File: src/rtl/pwm_deadband_gen_pkg.sv
// pwm_deadband_gen_pkg: shared state encoding and defaults
// for the dead-band generator slice.
package pwm_deadband_gen_pkg;

    localparam int DT_WIDTH_DEF = 8;

    typedef enum logic [2:0] {
        S_OFF  = 3'd0,
        S_LOW  = 3'd1,
        S_DR   = 3'd2,
        S_HIGH = 3'd3,
        S_DF   = 3'd4
    } state_t;

endpackage

File: src/rtl/pwm_deadband_gen_if.sv
// pwm_deadband_gen_if: control/drive bundle of the dead-band stage.
// Fault signals exist only when PWM_DT_FAULT_EN is defined.
interface pwm_deadband_gen_if
    import pwm_deadband_gen_pkg::*;
#(
    parameter int DT_WIDTH = DT_WIDTH_DEF
);
    logic                enable;
    logic                pwm_in;
    logic [DT_WIDTH-1:0] dt_rise;
    logic [DT_WIDTH-1:0] dt_fall;
    logic                pwm_h;
    logic                pwm_l;
    logic                dt_busy;

`ifdef PWM_DT_FAULT_EN
    logic fault_in;
    logic fault_clr;
    logic fault_flag;

    modport master (
        output enable, pwm_in, dt_rise, dt_fall,
        output fault_in, fault_clr,
        input  pwm_h, pwm_l, dt_busy, fault_flag
    );

    modport slave (
        input  enable, pwm_in, dt_rise, dt_fall,
        input  fault_in, fault_clr,
        output pwm_h, pwm_l, dt_busy, fault_flag
    );
`else
    modport master (
        output enable, pwm_in, dt_rise, dt_fall,
        input  pwm_h, pwm_l, dt_busy
    );

    modport slave (
        input  enable, pwm_in, dt_rise, dt_fall,
        output pwm_h, pwm_l, dt_busy
    );
`endif

endinterface

File: src/rtl/pwm_deadband_gen_dt_counter.sv
// pwm_dt_counter: loadable dead-time down-counter shared by
// both dead states; saturates at 1 instead of wrapping.
module pwm_dt_counter #(
    parameter int DT_WIDTH = 8
) (
    input  logic                clk,
    input  logic                reset,
    input  logic                load,
    input  logic [DT_WIDTH-1:0] value,
    input  logic                dec,
    output logic                cnt_is_one
);
    localparam logic [DT_WIDTH-1:0] ONE = DT_WIDTH'(1);

    logic [DT_WIDTH-1:0] cnt;

    always_ff @(posedge clk) begin
        if (reset) begin
            cnt <= '0;
        end else if (load) begin
            cnt <= value;
        end else if (dec && (cnt > ONE)) begin
            cnt <= cnt - ONE;
        end
    end

    assign cnt_is_one = (cnt == ONE);

endmodule

File: src/rtl/pwm_deadband_gen.sv
// pwm_deadband_gen: complementary high/low drive with dead time.
// Optional fault latch when PWM_DT_FAULT_EN is defined.
module pwm_deadband_gen
    import pwm_deadband_gen_pkg::*;
#(
    parameter int DT_WIDTH = DT_WIDTH_DEF
) (
    input  logic              clk,
    input  logic              reset,
    pwm_deadband_gen_if.slave bus
);
    state_t              state;
    state_t              nxt;
    state_t              rise_st;
    state_t              fall_st;
    logic                in_q;
    logic                h_q;
    logic                l_q;
    logic                busy_q;
    logic                flt;
    logic                load;
    logic                dec;
    logic                cnt_is_one;
    logic [DT_WIDTH-1:0] ld_val;

`ifdef PWM_DT_FAULT_EN
    logic flag_q;

    // fault_in wins over fault_clr on the same edge
    always_ff @(posedge clk) begin
        if (reset) begin
            flag_q <= 1'b0;
        end else if (bus.fault_in) begin
            flag_q <= 1'b1;
        end else if (bus.fault_clr) begin
            flag_q <= 1'b0;
        end
    end

    assign flt            = bus.fault_in | flag_q;
    assign bus.fault_flag = flag_q;
`else
    assign flt = 1'b0;
`endif

    // zero dead time skips the dead state entirely
    assign rise_st = (bus.dt_rise == '0) ? S_HIGH : S_DR;
    assign fall_st = (bus.dt_fall == '0) ? S_LOW : S_DF;

    always_comb begin
        nxt    = state;
        load   = 1'b0;
        dec    = 1'b0;
        ld_val = bus.dt_fall;
        if (!bus.enable || flt) begin
            nxt = S_OFF;
        end else begin
            unique case (state)
                S_OFF: begin
                    load = 1'b1;
                    if (in_q) begin
                        nxt    = rise_st;
                        ld_val = bus.dt_rise;
                    end else begin
                        nxt = fall_st;
                    end
                end
                S_LOW: begin
                    if (in_q) begin
                        nxt    = rise_st;
                        load   = 1'b1;
                        ld_val = bus.dt_rise;
                    end
                end
                S_HIGH: begin
                    if (!in_q) begin
                        nxt  = fall_st;
                        load = 1'b1;
                    end
                end
                S_DR: begin
                    if (!in_q) begin
                        nxt  = fall_st;
                        load = 1'b1;
                    end else if (cnt_is_one) begin
                        nxt = S_HIGH;
                    end else begin
                        dec = 1'b1;
                    end
                end
                S_DF: begin
                    if (in_q) begin
                        nxt    = rise_st;
                        load   = 1'b1;
                        ld_val = bus.dt_rise;
                    end else if (cnt_is_one) begin
                        nxt = S_LOW;
                    end else begin
                        dec = 1'b1;
                    end
                end
                default: nxt = S_OFF;
            endcase
        end
    end

    always_ff @(posedge clk) begin
        if (reset) begin
            state  <= S_OFF;
            in_q   <= 1'b0;
            h_q    <= 1'b0;
            l_q    <= 1'b0;
            busy_q <= 1'b0;
        end else begin
            state  <= nxt;
            in_q   <= bus.pwm_in;
            h_q    <= (nxt == S_HIGH);
            l_q    <= (nxt == S_LOW);
            busy_q <= (nxt == S_DR) || (nxt == S_DF);
        end
    end

    pwm_dt_counter #(
        .DT_WIDTH (DT_WIDTH)
    ) u_cnt (
        .clk        (clk),
        .reset      (reset),
        .load       (load),
        .value      (ld_val),
        .dec        (dec),
        .cnt_is_one (cnt_is_one)
    );

    assign bus.pwm_h   = h_q;
    assign bus.pwm_l   = l_q;
    assign bus.dt_busy = busy_q;

endmodule

File: src/flat_wrapper.sv
// flat-port wrapper written by rule: the top's interface ports become plain ports
module pwm_deadband_gen_flat import pwm_deadband_gen_pkg::*;
#(
    parameter int DT_WIDTH = DT_WIDTH_DEF
)
  (clk, reset, bus_enable, bus_pwm_in, bus_dt_rise, bus_dt_fall, bus_pwm_h, bus_pwm_l, bus_dt_busy);
  pwm_deadband_gen_if #(.DT_WIDTH(DT_WIDTH)) bus_i ();
  input  logic clk;
  input  logic reset;
  input wire logic [$bits(bus_i.enable)-1:0] bus_enable;
  input wire logic [$bits(bus_i.pwm_in)-1:0] bus_pwm_in;
  input wire logic [$bits(bus_i.dt_rise)-1:0] bus_dt_rise;
  input wire logic [$bits(bus_i.dt_fall)-1:0] bus_dt_fall;
  output wire logic [$bits(bus_i.pwm_h)-1:0] bus_pwm_h;
  output wire logic [$bits(bus_i.pwm_l)-1:0] bus_pwm_l;
  output wire logic [$bits(bus_i.dt_busy)-1:0] bus_dt_busy;
  assign bus_i.enable = bus_enable;
  assign bus_i.pwm_in = bus_pwm_in;
  assign bus_i.dt_rise = bus_dt_rise;
  assign bus_i.dt_fall = bus_dt_fall;
  assign bus_pwm_h = bus_i.pwm_h;
  assign bus_pwm_l = bus_i.pwm_l;
  assign bus_dt_busy = bus_i.dt_busy;
  pwm_deadband_gen #(.DT_WIDTH(DT_WIDTH)) u_core (.clk(clk), .reset(reset), .bus(bus_i));
endmodule
File: config.mk
export PLATFORM = sky130hd
export DESIGN_NAME = pwm_deadband_gen_flat
export DESIGN_NICKNAME = d
export VERILOG_FILES = /design/src/rtl/pwm_deadband_gen_pkg.sv /design/src/rtl/pwm_deadband_gen_if.sv /design/src/rtl/pwm_deadband_gen_dt_counter.sv /design/src/rtl/pwm_deadband_gen.sv /design/src/flat_wrapper.sv
export SDC_FILE = /design/constraint.sdc
export NUM_CORES = 1
export LEC_CHECK = 0
export BUFFER_PORTS_ARGS = -buffer_cell sky130_fd_sc_hd__buf_2
export CAP_MARGIN = 10
export CORE_MARGIN = 5
export CORE_UTILIZATION = 45
export DETAILED_ROUTE_END_ITERATION = 16
export PLACE_DENSITY = 0.68
export SKIP_CTS_REPAIR_TIMING = 1
export SYNTH_ARGS = -nofsm -noshare
export SYNTH_HDL_FRONTEND = slang
export SYNTH_SLANG_ARGS = --single-unit
File: constraint.sdc
create_clock -name clk -period 5.1 [get_ports clk]
set_input_delay 0.51 -clock clk [delete_from_list [all_inputs] [get_ports clk]]
set_output_delay 0.51 -clock clk [all_outputs]
set_load 0.03 [all_outputs]
==> flow_metrics.tcl <==
set metrics [dict create \
    wl_um 2540 \
    rsz0062_at_grt "no" \
    insertion_delay_ns 0.29 \
    core_area_mm2 0.00223 \
    syn_avg_cell_area_um2 8.74 \
    crit_type "reg -> reg" \
    p_per_area_mw_per_mm2 243 \
    die_w_um 58.7 \
    r2r-end "u_core.u_cnt.cnt[6]" \
    antenna_left 0 \
    synth_top_area_share_pct 28.2 \
    clkTransAtPathRegs_ns 0.10 \
    fin_hold_ws_ns 0.464 \
    switching_share_pct 34.8 \
    numPortBuffers 22 \
    hold_class "in -> reg" \
    first_iter_violations 26 \
    ys_warn_count 0 \
    max_freq_mhz 483 \
    drive_above_1_share_pct 23.9 \
    setup_tns_ns 0 \
    peakVddDrop_v 0.000134 \
    synth_area_mm2 0.00107 \
    cts_tree "yes" \
    synth_nets 144 \
    r2r_slack_ns 3.03 \
    num_vias 1039 \
    slew-limit-headroom_pct 38.3 \
    status "finished clean" \
    num_antenna_cells 0 \
    async_flop_share_pct 0 \
    groute.usage.overall_pct 15.8 \
    start_kind "register" \
    p_clk_share_pct 25.2 \
    vias_per_cell 6.11 \
    yosys_register_bits 15 \
    power_switching_mw 0.102 \
    r2r_start "u_core.state[2]" \
    initial_core_util_pct 47.7 \
    seqPwrFrac_pct 47.3 \
    leakage_nw 0.511 \
    area_delta_synth_final_pct 12.4 \
    grt_pass1_vias 918 \
    worstHoldPathCells 2 \
    reg2reg_depth 4 \
    fin_crit_ns 2.07 \
    cp-end-kind "register" \
    worstPathMaxFanout 16 \
    fin_skew_ns 0.00631 \
    tightest_slew_ns 0.924 \
    post-dp-hpwl_um 2000 \
    antenna_found_initial 0 \
    yosysTopAreaCell "dfxtp_1" \
    maxCapViolations 0 \
    layout_common_cells "buf_2, dfxtp_1, inv_1, nor3_1, a211oi_1" \
    place_congestion 0.810 \
    finalPower_mw 0.292 \
    p_int_mw 0.190 \
    post-route-period-util_pct 40.6 \
    dieHeight_um 58.7 \
    crit_arrival_ns 2.28 \
    fp-row-count 17 \
    fin_nets 165 \
    first_pass_iters 4 \
    clock_sinks 15 \
    grt_max_degree 17 \
    final_hold_viol_count 0 \
    final_common_cell "buf_2" \
    drc 0 \
    synth.yosys.seq_area_share_pct 28.2 \
    cts-buffers-inserted 3 \
    crit_required_ns 5.31 \
    num_io_pins 23 \
    synth_edf_count 0 \
    dpl_cell_area_mm2 0.00117 \
    clock_path_buffers 2 \
    routedWlPerCell_um 15.0 \
    netlist_instances 122 \
    slew_violations 0 \
    hold_path_startpoint "bus_pwm_in" \
    netlist_top_cells_area "dfxtp_1, a211oi_1, nor3_1, inv_1, a41o_1" \
    stdcell_area_mm2 0.00120 \
    dieArea_mm2 0.00344 \
    postLayoutCoreUtil_pct 53.7 \
    cts-htree-levels 1 \
    synthFlopType "dfxtp_1" \
    grt_pass1_wl_um 4200 \
    ys_types 51 \
    cts-root-buf "clkbuf_4" \
    grt-ovfl-total 0 \
    min_to "u_core.in_q" \
    p_comb_share_pct 27.5 \
    setup_violations 0 \
]
layer usage:
metal  track usage [%]  share of wire, %
met5                 0                 0
met4              5.50               1.8
met3              3.29               6.8
met2              23.0                42
met1              23.0                49
state kept, by name, summed over array words and instances (netlist names):
name / count
u_core.bus.dt_busy: 1
u_core.bus.pwm_h: 1
u_core.bus.pwm_l: 1
u_core.in_q: 1
u_core.state: 3
u_core.u_cnt.cnt: 8
critical path, cell delays in order, from the launching register on:
cell      delay (ns)
dfxtp_1         0.53
or3b_4          0.44
a211oi_4        0.59
nand4_2         0.17
a311oi_2        0.25
layout make-up:
cell class | instances | area, µm²
fillers | 220 | 1030
multi-input cells | 87 | 674
flip-flops and latches | 15 | 300
repair buffers | 22 | 110
inverters | 14 | 52.6
well taps | 28 | 35.0
clock buffers | 4 | 26.3
cells by family (layout without fill, tap and decap cells):
logic type	count (synthesis)	in the layout	synth area share, %
DFF	15	15	28.2
buffers and inverters	20	40	8.57
adders and majority gates	2	2	2.35
AOI/OAI and AO/OA	38	38	31.3
muxes	1	1	0.939
and+or+nand+nor	46	46	28.6
Yosys cell counts (all sizes together) (2+ instances only):
cell type  count
a311oi         4
buf            4
nor2b          3
clkbuf         2
a2111o         2
a2111oi        3
nor4           6
a41o           4
nor3          12
a21oi          3
and2           2
nor3b          2
ha             2
dfxtp         15
nand3b         3
o21ai          2
nand4          2
nor2           5
and3           2
inv           14
a211oi        10
worst max path at each step:
stage	endpoint	cells after the start	from	slack, ns
6_report	u_core.u_cnt.cnt[6]	4	u_core.state[2]	3.03
5_1_grt	u_core.u_cnt.cnt[6]	4	u_core.state[2]	2.91
4_1_cts	u_core.u_cnt.cnt[4]	4	u_core.state[2]	3.05
3_5_place_dp	u_core.bus.dt_busy	5	bus_dt_fall[1]	3.02
3_3_place_gp	u_core.bus.dt_busy	5	bus_dt_fall[5]	3.07
2_1_floorplan	u_core.bus.dt_busy	4	bus_dt_fall[5]	3.36
power by group through the flow:
stage	registers (mW)	clock network, mW	logic, mW
after floorplan	0.138	0	0.0597
after detailed placement	0.141	0	0.0792
after CTS	0.138	0.0733	0.0796
after global routing	0.140	0.0783	0.0872
final	0.138	0.0734	0.0803
after global placement	0.140	0	0.0782
stage by stage:
step / instances / setup slack, ns
floorplan: 122 / 3.36
CTS: 170 / 3.05
finish: 170 / 3.03
global placement: 166 / 3.07
detailed placement: 166 / 3.02
global route: 170 / 2.91
No activity file was read; power rests on OpenSTA's default activity.
